**config.mk**
```make
export PLATFORM = sky130hd
export DESIGN_NAME = il_frame_scheduler
export DESIGN_NICKNAME = d
export VERILOG_FILES = /design/src/rtl/il_pkg.sv /design/src/rtl/rr_arbiter.sv /design/src/rtl/il_frame_scheduler.sv
export SDC_FILE = /design/constraint.sdc
export NUM_CORES = 1
export LEC_CHECK = 0
export ABC_CLOCK_PERIOD_IN_PS = 3000
export BUFFER_PORTS_ARGS = -buffer_cell sky130_fd_sc_hd__buf_2
export CORE_AREA = 2 2 94 96
export DETAILED_ROUTE_END_ITERATION = 12
export DIE_AREA = 0 0 96 98
export MAX_ROUTING_LAYER = met4
export PLACE_DENSITY = 0.82
export SYNTH_ARGS = -nofsm -noshare
export SYNTH_HDL_FRONTEND = slang
export SYNTH_SLANG_ARGS = --single-unit
```
**constraint.sdc**
```tcl
create_clock -name clk -period 3 [get_ports clk]
set_input_delay 0.6 -clock clk [delete_from_list [all_inputs] [get_ports clk]]
set_output_delay 0.6 -clock clk [all_outputs]
set_load 0.01 [all_outputs]
```
**src/rtl/il_pkg.sv**
```systemverilog
// Shared types and helpers for the interleaver frame scheduler.
package il_pkg;

    localparam int IL_FRAME_W = 35;

    typedef enum logic [1:0] {
        IDLE    = 2'd0,
        ISSUE   = 2'd1,
        WAIT    = 2'd2,
        DELIVER = 2'd3
    } il_state_t;

    function automatic int clog2_min1(input int n);
        return (n > 1) ? $clog2(n) : 1;
    endfunction

endpackage

```
**src/rtl/rr_arbiter.sv**
```systemverilog
// Combinational round-robin picker: first active request at or above i_ptr, wrapping.
module rr_arbiter
    import il_pkg::*;
#(
    parameter int N_REQ = 2,
    parameter int ID_W  = clog2_min1(N_REQ)
) (
    input  logic [N_REQ-1:0] i_req,
    input  logic [ID_W-1:0]  i_ptr,
    output logic [N_REQ-1:0] o_gnt,
    output logic [ID_W-1:0]  o_idx,
    output logic             o_any
);

    localparam logic [ID_W:0] NR = (ID_W + 1)'(N_REQ);

    logic [ID_W:0] w_pos;

    always_comb begin
        o_gnt = '0;
        o_idx = '0;
        o_any = 1'b0;
        w_pos = '0;
        for (int k = 0; k < N_REQ; k++) begin
            w_pos = {1'b0, i_ptr} + k[ID_W:0];
            if (w_pos >= NR) w_pos = w_pos - NR;
            if (!o_any && i_req[w_pos[ID_W-1:0]]) begin
                o_any                    = 1'b1;
                o_idx                    = w_pos[ID_W-1:0];
                o_gnt[w_pos[ID_W-1:0]]   = 1'b1;
            end
        end
    end

endmodule

```
**src/rtl/il_frame_scheduler.sv**
```systemverilog
// Round-robin scheduler sharing one interleaver among N_REQ frame requesters.
//   state   | meaning
//   IDLE    | arbitrate; latch granted frame and id, strobe req_ready
//   ISSUE   | pulse il_en, clear watchdog
//   WAIT    | wait for il_done or watchdog expiry
//   DELIVER | hold result until out_ready
module il_frame_scheduler
    import il_pkg::*;
#(
    parameter  int N_REQ   = 2,
    parameter  int FRAME_W = IL_FRAME_W,
    parameter  int TIMEOUT = 15,
    localparam int ID_W    = clog2_min1(N_REQ)
) (
    input  logic                     clk,
    input  logic                     rst,
    input  logic [N_REQ-1:0]         req_valid,
    input  logic [N_REQ*FRAME_W-1:0] req_data,
    output logic [N_REQ-1:0]         req_ready,
    output logic                     il_en,
    output logic [FRAME_W-1:0]       il_data,
    input  logic                     il_done,
    input  logic [FRAME_W-1:0]       il_result,
    output logic                     out_valid,
    output logic [ID_W-1:0]          out_id,
    output logic [FRAME_W-1:0]       out_data,
    input  logic                     out_ready,
    output logic                     busy,
    output logic                     timeout_err
);

    localparam int              WD_W    = clog2_min1(TIMEOUT + 1);
    localparam logic [WD_W-1:0] WD_LAST = WD_W'(TIMEOUT - 1);
    localparam logic [ID_W-1:0] ID_LAST = ID_W'(N_REQ - 1);

    il_state_t          r_state;
    logic [ID_W-1:0]    r_ptr;
    logic [ID_W-1:0]    r_gid;
    logic [WD_W-1:0]    r_wdog;
    logic [N_REQ-1:0]   r_req_ready;
    logic               r_il_en;
    logic [FRAME_W-1:0] r_il_data;
    logic               r_out_valid;
    logic [ID_W-1:0]    r_out_id;
    logic [FRAME_W-1:0] r_out_data;
    logic               r_timeout_err;

    logic [N_REQ-1:0]   w_gnt;
    logic [ID_W-1:0]    w_idx;
    logic               w_any;
    logic [FRAME_W-1:0] w_frame;
    logic [ID_W-1:0]    w_ptr_nxt;

    rr_arbiter #(
        .N_REQ (N_REQ),
        .ID_W  (ID_W)
    ) u_arb (
        .i_req (req_valid),
        .i_ptr (r_ptr),
        .o_gnt (w_gnt),
        .o_idx (w_idx),
        .o_any (w_any)
    );

    always_comb begin
        w_frame = '0;
        for (int i = 0; i < N_REQ; i++) begin
            if (w_gnt[i]) w_frame = req_data[i*FRAME_W +: FRAME_W];
        end
    end

    assign w_ptr_nxt = (r_gid == ID_LAST) ? '0 : r_gid + 1'b1;

    // Strobes default low every cycle; only the FSM branches raise them.
    always_ff @(posedge clk or negedge rst) begin
        if (!rst) begin
            r_state       <= IDLE;
            r_ptr         <= '0;
            r_gid         <= '0;
            r_wdog        <= '0;
            r_req_ready   <= '0;
            r_il_en       <= 1'b0;
            r_il_data     <= '0;
            r_out_valid   <= 1'b0;
            r_out_id      <= '0;
            r_out_data    <= '0;
            r_timeout_err <= 1'b0;
        end else begin
            r_req_ready   <= '0;
            r_il_en       <= 1'b0;
            r_timeout_err <= 1'b0;
            case (r_state)
                IDLE: begin
                    if (w_any) begin
                        r_req_ready <= w_gnt;
                        r_gid       <= w_idx;
                        r_il_data   <= w_frame;
                        r_state     <= ISSUE;
                    end
                end
                ISSUE: begin
                    r_il_en <= 1'b1;
                    r_wdog  <= '0;
                    r_state <= WAIT;
                end
                WAIT: begin
                    if (il_done) begin
                        r_out_valid <= 1'b1;
                        r_out_data  <= il_result;
                        r_out_id    <= r_gid;
                        r_state     <= DELIVER;
                    end else if (r_wdog == WD_LAST) begin
                        r_timeout_err <= 1'b1;
                        r_ptr         <= w_ptr_nxt;
                        r_state       <= IDLE;
                    end else begin
                        r_wdog <= r_wdog + 1'b1;
                    end
                end
                DELIVER: begin
                    if (out_ready) begin
                        r_out_valid <= 1'b0;
                        r_ptr       <= w_ptr_nxt;
                        r_state     <= IDLE;
                    end
                end
                default: r_state <= IDLE;
            endcase
        end
    end

    assign req_ready   = r_req_ready;
    assign il_en       = r_il_en;
    assign il_data     = r_il_data;
    assign out_valid   = r_out_valid;
    assign out_id      = r_out_id;
    assign out_data    = r_out_data;
    assign timeout_err = r_timeout_err;
    assign busy        = (r_state != IDLE);

endmodule
```
==> results of run 1 <==
==> worst reg2reg max path, stage by stage (launching register included) <==
cell and delay [ns]:
dfrtp_1 0.57, nand3b_2 0.19, buf_4 0.44, mux2_2 0.45
==> cells in the mapped netlist <==
| master | number |
|---|---|
| a21boi_2 | 1 |
| a21oi_1 | 1 |
| a32o_1 | 35 |
| and2_1 | 1 |
| and3_1 | 1 |
| buf_2 | 5 |
| buf_4 | 3 |
| buf_6 | 9 |
| clkbuf_1 | 3 |
| dfrtp_1 | 84 |
| ha_1 | 2 |
| inv_1 | 4 |
| mux2_1 | 7 |
| mux2_2 | 54 |
| mux2_4 | 10 |
| mux2i_1 | 1 |
| nand2_1 | 9 |
| nand2b_1 | 2 |
| nand3_1 | 6 |
| nand3b_2 | 1 |
| nand4_1 | 1 |
| nor2_1 | 4 |
| nor3_4 | 1 |
| nor3b_1 | 1 |
| o211ai_1 | 3 |
| o21a_1 | 1 |
| o21ai_0 | 4 |
| o21ai_1 | 1 |
| o22ai_1 | 2 |
| or3_1 | 1 |
| or3b_4 | 1 |
==> power groups by stage <==
| stage | combinational [µW] | sequential (µW) | clock, µW |
|---|---|---|---|
| 4_1_cts | 2030 | 1970 | 956 |
| 5_1_grt | 2160 | 2040 | 1000 |
| 6_report | 1990 | 1970 | 929 |
| 3_3_place_gp | 1940 | 1970 | 0 |
| 3_5_place_dp | 2030 | 1980 | 0 |
| 2_1_floorplan | 1120 | 2170 | 0 |
==> worst min path at each step <==
stage,end,start,cells past startpoint,slack (ns)
after global placement,out_data[34],out_data[34],1,0.47
after detailed placement,out_data[29],out_data[29],1,0.48
after global routing,out_data[0],il_result[0],2,0.45
final,out_data[0],rst,1,0.42
after floorplan,il_data[0],rst,0,0.30
after CTS,out_data[31],il_result[31],2,0.46
==> registers in the layout, summed over array words and instances (netlist names) <==
register     count
timeout_err      1
r_ptr            1
r_wdog           4
out_valid        1
r_state          2
r_gid            1
out_id           1
il_data         35
req_ready        2
out_data        35
il_en            1
==> through the flow <==
step | instance area [µm²] | power [µW]
after global routing | 4920 | 5200
after global placement | 4690 | 3920
final | 4920 | 4890
after CTS | 4920 | 4950
after detailed placement | 4690 | 4010
after floorplan | 3750 | 3290
==> routing by layer <==
metal | global-route usage, % | vias to the layer above
met5 | - | -
met1 | 20.3 | 1392
met3 | 4.55 | 7
li1 | - | 1342
met4 | 3.19 | 0
met2 | 29.5 | 131
==> cell type report <==
type                            count  area share (%)
Clock buffer                       12            2.75
Clock inverter                      4            1.98
Inverter                            4           0.305
Multi-Input combinational cell    151            29.8
Sequential cell                    84            42.7
Tap cell                          108            2.75
Timing Repair Buffer              191            19.7
==> logic make-up after synthesis <==
| logic type | Yosys count | share of synthesized area (%) |
|---|---|---|
| muxes | 72 | 22.6 |
| and+or+nand+nor | 29 | 4.34 |
| adders and majority gates | 2 | 0.668 |
| AOI/OAI and AO/OA | 48 | 11.6 |
| DFF | 84 | 56.1 |
| buffers and inverters | 24 | 4.68 |
==> placed cells by master (no fill, tap or decap), drive strengths merged, types with 4 or more instances in the layout <==
| cell | netlist | layout |
|---|---|---|
| o21ai | 5 | 5 |
| inv | 4 | 4 |
| nor2 | 4 | 4 |
| mux2 | 71 | 71 |
| nand3 | 6 | 6 |
| clkbuf | 3 | 12 |
| nand2 | 9 | 9 |
| a32o | 35 | 35 |
| dfrtp | 84 | 84 |
| buf | 17 | 191 |
==> run metrics, run 1 <==
PostCTS Resize Cnt 0; #FFs+latches synth 84; # DRC 0; Yosys top cell area share 56.1%; worst path cell trace buf_2, nor2_1, nor3_4, buf_4, mux2_2; Syn Std Cell Area 0.00375 mm²; final period utilization 70.4%; largest net degree at the start of global routing 85; register area 0.00210 mm²; clk_skew 0.0125 ns; Max Buffers Root-to-Sink 2; sequential power share 40.3%; # clock sinks 84; Data required, critical path 3.21 ns; Die X 96 µm; global-route wire length before repair 12600 µm; status finished clean; CP Class in2reg; DR vias 2872; Die Span Y 98 µm; register area share after synthesis 56.1%; worst path buffer plus inverter count 2; Clk Latency, worst-skew pair 0.33 ns; met2 routed WL 4080 µm; drt wl/cell 14.8 µm; Area contributors post-synth dfrtp_1 56%, mux2_2 16%, a32o_1 9.4%; met1 wire length 3350 µm; worst slew pin tran 1.03 ns; sw frac 32.9%; slowest CP cell buf_2; fmax 474 MHz; Max IR drop VDD 497 µV; Layout Utilization 58.1%; gr usage total 17.2%; placed cells 538; IO Count 188; leakage 0.00249 µW; Syn Inst Count 259; layout net count 554; worst hold slack 0.418 ns; antenna violation net count after detailed routing 0; Fin. Hold Viols 0; CP Depth 5; clock power share 19.0%; reg2reg setup slack 1.25 ns; number of fill cells 734; setup bufs post-CTS 0; Layout Cells excl Fill 554; worst r2r dst out_data[10]; Layout area overhead 31.4%; DRT iter0 DRCs 107; smallest setup slack after layout 0.889 ns; Crit Path Max Fanout 38; final critical-path required period 2.11 ns; total CTS buffers 9; met3 WL 695 µm; die area 0.00941 mm²; Slew Limit Headroom 31.6%; Reg-to-Reg Start r_state[0]; Cell Pwr Density 993 mW/mm²; CP arrival 2.32 ns; nature of the critical path endpoint flop; gp weighted congestion 0.776; max cap viols 0; startpoint types input pin; Ys Warns 0; # rows 34; CTS tree done; Setup violations, final 0; Via density 5.18; initial antenna violation count 0; Port Buffer Count 187; top routing layer in use met4; syn_nets 372; leading area contributor after synthesis dfrtp_1; CP Capture Point il_data[19]; Net Switching 1610 µW; Max H-tree Level 3; worst hold path class in2async; vias in the first global route 2708; unrepaired setup endpoints after global routing no; CP startpoint req_valid[1]; Post-CTS Hold Fix Bufs 0; layout cells sized above 1 61.0%; max incr delay on CP 0.53 ns; P_int 3280 µW; placed wire-length estimate 5930 µm; Core Area 0.00847 mm²; area of the multi-input gates 0.00147 mm²; diode count 0; DRT Pass-1 Iters 5; Initial Util 44.3%; total grt overflow 0; final max-slew violation count 0; Crit path max-delay family buffers and inverters; Place WS 0.557 ns; Reg clk slew, reported paths 0.08 ns; WL final 8180 µm; Root Buffer clkbuf_8; combinational power share 40.7%; R2R depth 3; Synth cell types 31; Avg Inst Size Synth 14.5 µm²; setup TNS 0 ns
Note: power is estimated with default switching activity, not from simulation.
==> inputs of run 2 (changes only) <==
Settings changed: ABC_CLOCK_PERIOD_IN_PS 3000 to 1700, CORE_AREA 2 2 94 96 to 2 2 99 101, DIE_AREA 0 0 96 98 to 0 0 101 103, PLACE_DENSITY 0.82 to 0.78.
Clock period 3 ns to 1.7 ns, I/O delays scaled along.
==> run 2 against run 1 <==
  * Sequential share of layout area fell by 0.92 points
  * Highest routed layer unchanged
  * Wire length up 9.9%
  * Critical endpoint is now r_ptr
  * Clock skew is 0.0011 ns lower
  * Global-route usage shrank 0.051 points
  * Register-to-register slack got worse by 1.1 ns
  * Non-clock buffer count up 12
  * Combinational power grew 88%
==> run metrics, run 2 (synthesis gave the netlist of run 1 again) <==
CTS tree done (unchanged); Core Area 0.00946 mm² (was 0.00847 mm²); Reg clk slew, reported paths 0.08 ns (about the same); worst hold path class in2reg (was in2async); Slew Limit Headroom 75.1% (was 31.6%); Setup violations, final 0 (unchanged); Layout area overhead 34.4% (was 31.4%); Die Span Y 103 µm (was 98 µm); IO Count 188 (unchanged); max cap viols 0 (unchanged); Die X 101 µm (was 96 µm); nature of the critical path endpoint flop (unchanged); final max-slew violation count 0 (unchanged); setup TNS 0 ns (unchanged); clk_skew 0.0114 ns (was 0.0125 ns); layout net count 566 (was 554); # rows 36 (was 34); global-route wire length before repair 13400 µm (was 12600 µm); Hold Crit Depth 2; Initial Util 39.6% (was 44.3%); worst path cell trace or3b_4, o21ai_1, mux2_2 (was buf_2, nor2_1, nor3_4, buf_4, mux2_2); number of fill cells 780 (was 734); Cell Pwr Density 1710 mW/mm² (was 993 mW/mm²); total CTS buffers 9 (unchanged); # clock sinks 84 (unchanged); total grt overflow 0 (unchanged); Port Buffer Count 187 (unchanged); max incr delay on CP 0.50 ns (was 0.53 ns); worst slew pin tran 0.373 ns (was 1.03 ns); Data required, critical path 1.94 ns (was 3.21 ns); reg2reg setup slack 0.11 ns (was 1.25 ns); worst path buffer plus inverter count 0 (was 2); gr usage total 17.2% (about the same); # DRC 0 (unchanged); Max IR drop VDD 760 µV (was 497 µV); final critical-path required period 1.59 ns; antenna violation net count after detailed routing 0 (unchanged); met2 routed WL 4540 µm (was 4080 µm); diode count 0 (unchanged); slowest CP cell dfrtp_1 (was buf_2); DRT Pass-1 Iters 4 (was 5); drt wl/cell 15.8 µm (was 14.8 µm); R2R depth 3 (unchanged); met3 WL 676 µm (was 695 µm); unrepaired setup endpoints after global routing no (unchanged); Fin. Hold Viols 0 (unchanged); Endpoint, Worst Hold out_data[34]; Max Buffers Root-to-Sink 2 (unchanged); fin area 0.00503 mm² (was 0.00492 mm²); gp weighted congestion 0.761 (was 0.776); Max H-tree Level 3 (unchanged); Crit Path Max Fanout 8 (was 38); vias in the first global route 2838 (was 2708); largest net degree at the start of global routing 31 (was 85); DR vias 2927 (was 2872); status finished clean (unchanged); initial antenna violation count 0 (unchanged); placed wire-length estimate 6840 µm (was 5930 µm); DRT iter0 DRCs 135 (was 107); top routing layer in use met4 (unchanged); Root Buffer clkbuf_8 (unchanged); dpl cell area 0.00482 mm² (was 0.00469 mm²); met1 wire length 3620 µm (was 3350 µm); Reg-to-Reg Start r_state[0] (unchanged); worst r2r dst r_ptr (was out_data[10]); Via density 5.14 (was 5.18); most frequent cells in the layout 186 x buf_2, 83 x dfrtp_1, 54 x mux2_2, 35 x a32o_1, 12 x buf_4 (was 186 x buf_2, 84 x dfrtp_1, 54 x mux2_2, 35 x a32o_1, 10 x mux2_4); leakage 0.00255 µW (was 0.00249 µW); layout cells sized above 1 62.5% (was 61.0%); Crit path max-delay family flip-flops (was buffers and inverters); Clk Latency, worst-skew pair 0.35 ns (was 0.33 ns); CP Class reg2reg (was in2reg); die area 0.0104 mm² (was 0.00941 mm²); final period utilization 93.6%; CP arrival 1.83 ns (was 2.32 ns); startpoint types flop (was input pin); most common cell after layout, fill and taps aside buf_2 (unchanged); WL final 8990 µm (was 8180 µm); hold path startpoint il_result[34]; fmax 629 MHz
[run 2: layout make-up]
class | instances | area, µm² | area share (%)
timing repair buffer | 203 | 1110 | 22.1
clock buffer | 12 | 155 | 3.08
sequential | 84 | 2100 | 41.8
clock inverter | 2 | 35.0 | 0.696
multi-input combinational | 151 | 1470 | 29.2
inverter | 4 | 15.0 | 0.298
tap | 114 | 143 | 2.83
[run 2: report_power, final]
group / internal (µW) / switching [µW]
Sequential: 2940 / 519
Combinational: 2020 / 1730
Clock: 742 / 666
Total: 5700 / 2920
[run 2: metal layers]
layer | vias to the layer above | GRT usage, %
met1 | 1424 | 19.9
met4 | 0 | 5.61
met5 | - | -
li1 | 1365 | -
met3 | 13 | 5.63
met2 | 125 | 28.4
[run 2: metrics by stage]
stage | utilization [%] | hold slack [ns] | cells | setup slack [ns] | total power (µW)
finish | 53.2 | 0.193 | 570 | 0.109 | 8620
global route | 53.2 | 0.166 | 570 | 0.0444 | 9210
CTS | 53.2 | 0.174 | 570 | 0.0595 | 8720
detailed placement | 51.0 | 0.284 | 554 | 0.134 | 7260
global placement | 51.0 | 0.281 | 554 | 0.173 | 7080
floorplan | - | 0.0444 | 259 | 0.191 | 5810
[run 2: worst register-to-register path, cell delays in order, from the launching register on]
cell and delay [ns]:
dfrtp_1 0.50, or3b_4 0.48, o21ai_1 0.16, mux2_2 0.35
[run 2: worst max path at each step]
stage | startpoint | endpoint | slack (ns) | cells past startpoint
after global placement | r_state[0] | r_ptr | 0.17 | 3
final | r_state[0] | r_ptr | 0.11 | 3
after global routing | r_state[0] | busy | 0.04 | 3
after floorplan | r_state[0] | il_data[10] | 0.19 | 4
after detailed placement | r_state[1] | il_data[26] | 0.13 | 4
after CTS | r_state[1] | busy | 0.06 | 4
[run 2: what timing repair did]
item                       in CTS  in global routing
gates cloned                    0                  0
setup buffers                   1                  0
hold endpoints to repair       24                  0
resized for setup               1                  1
hold buffers                    1                  0
setup endpoints to repair       1                  1
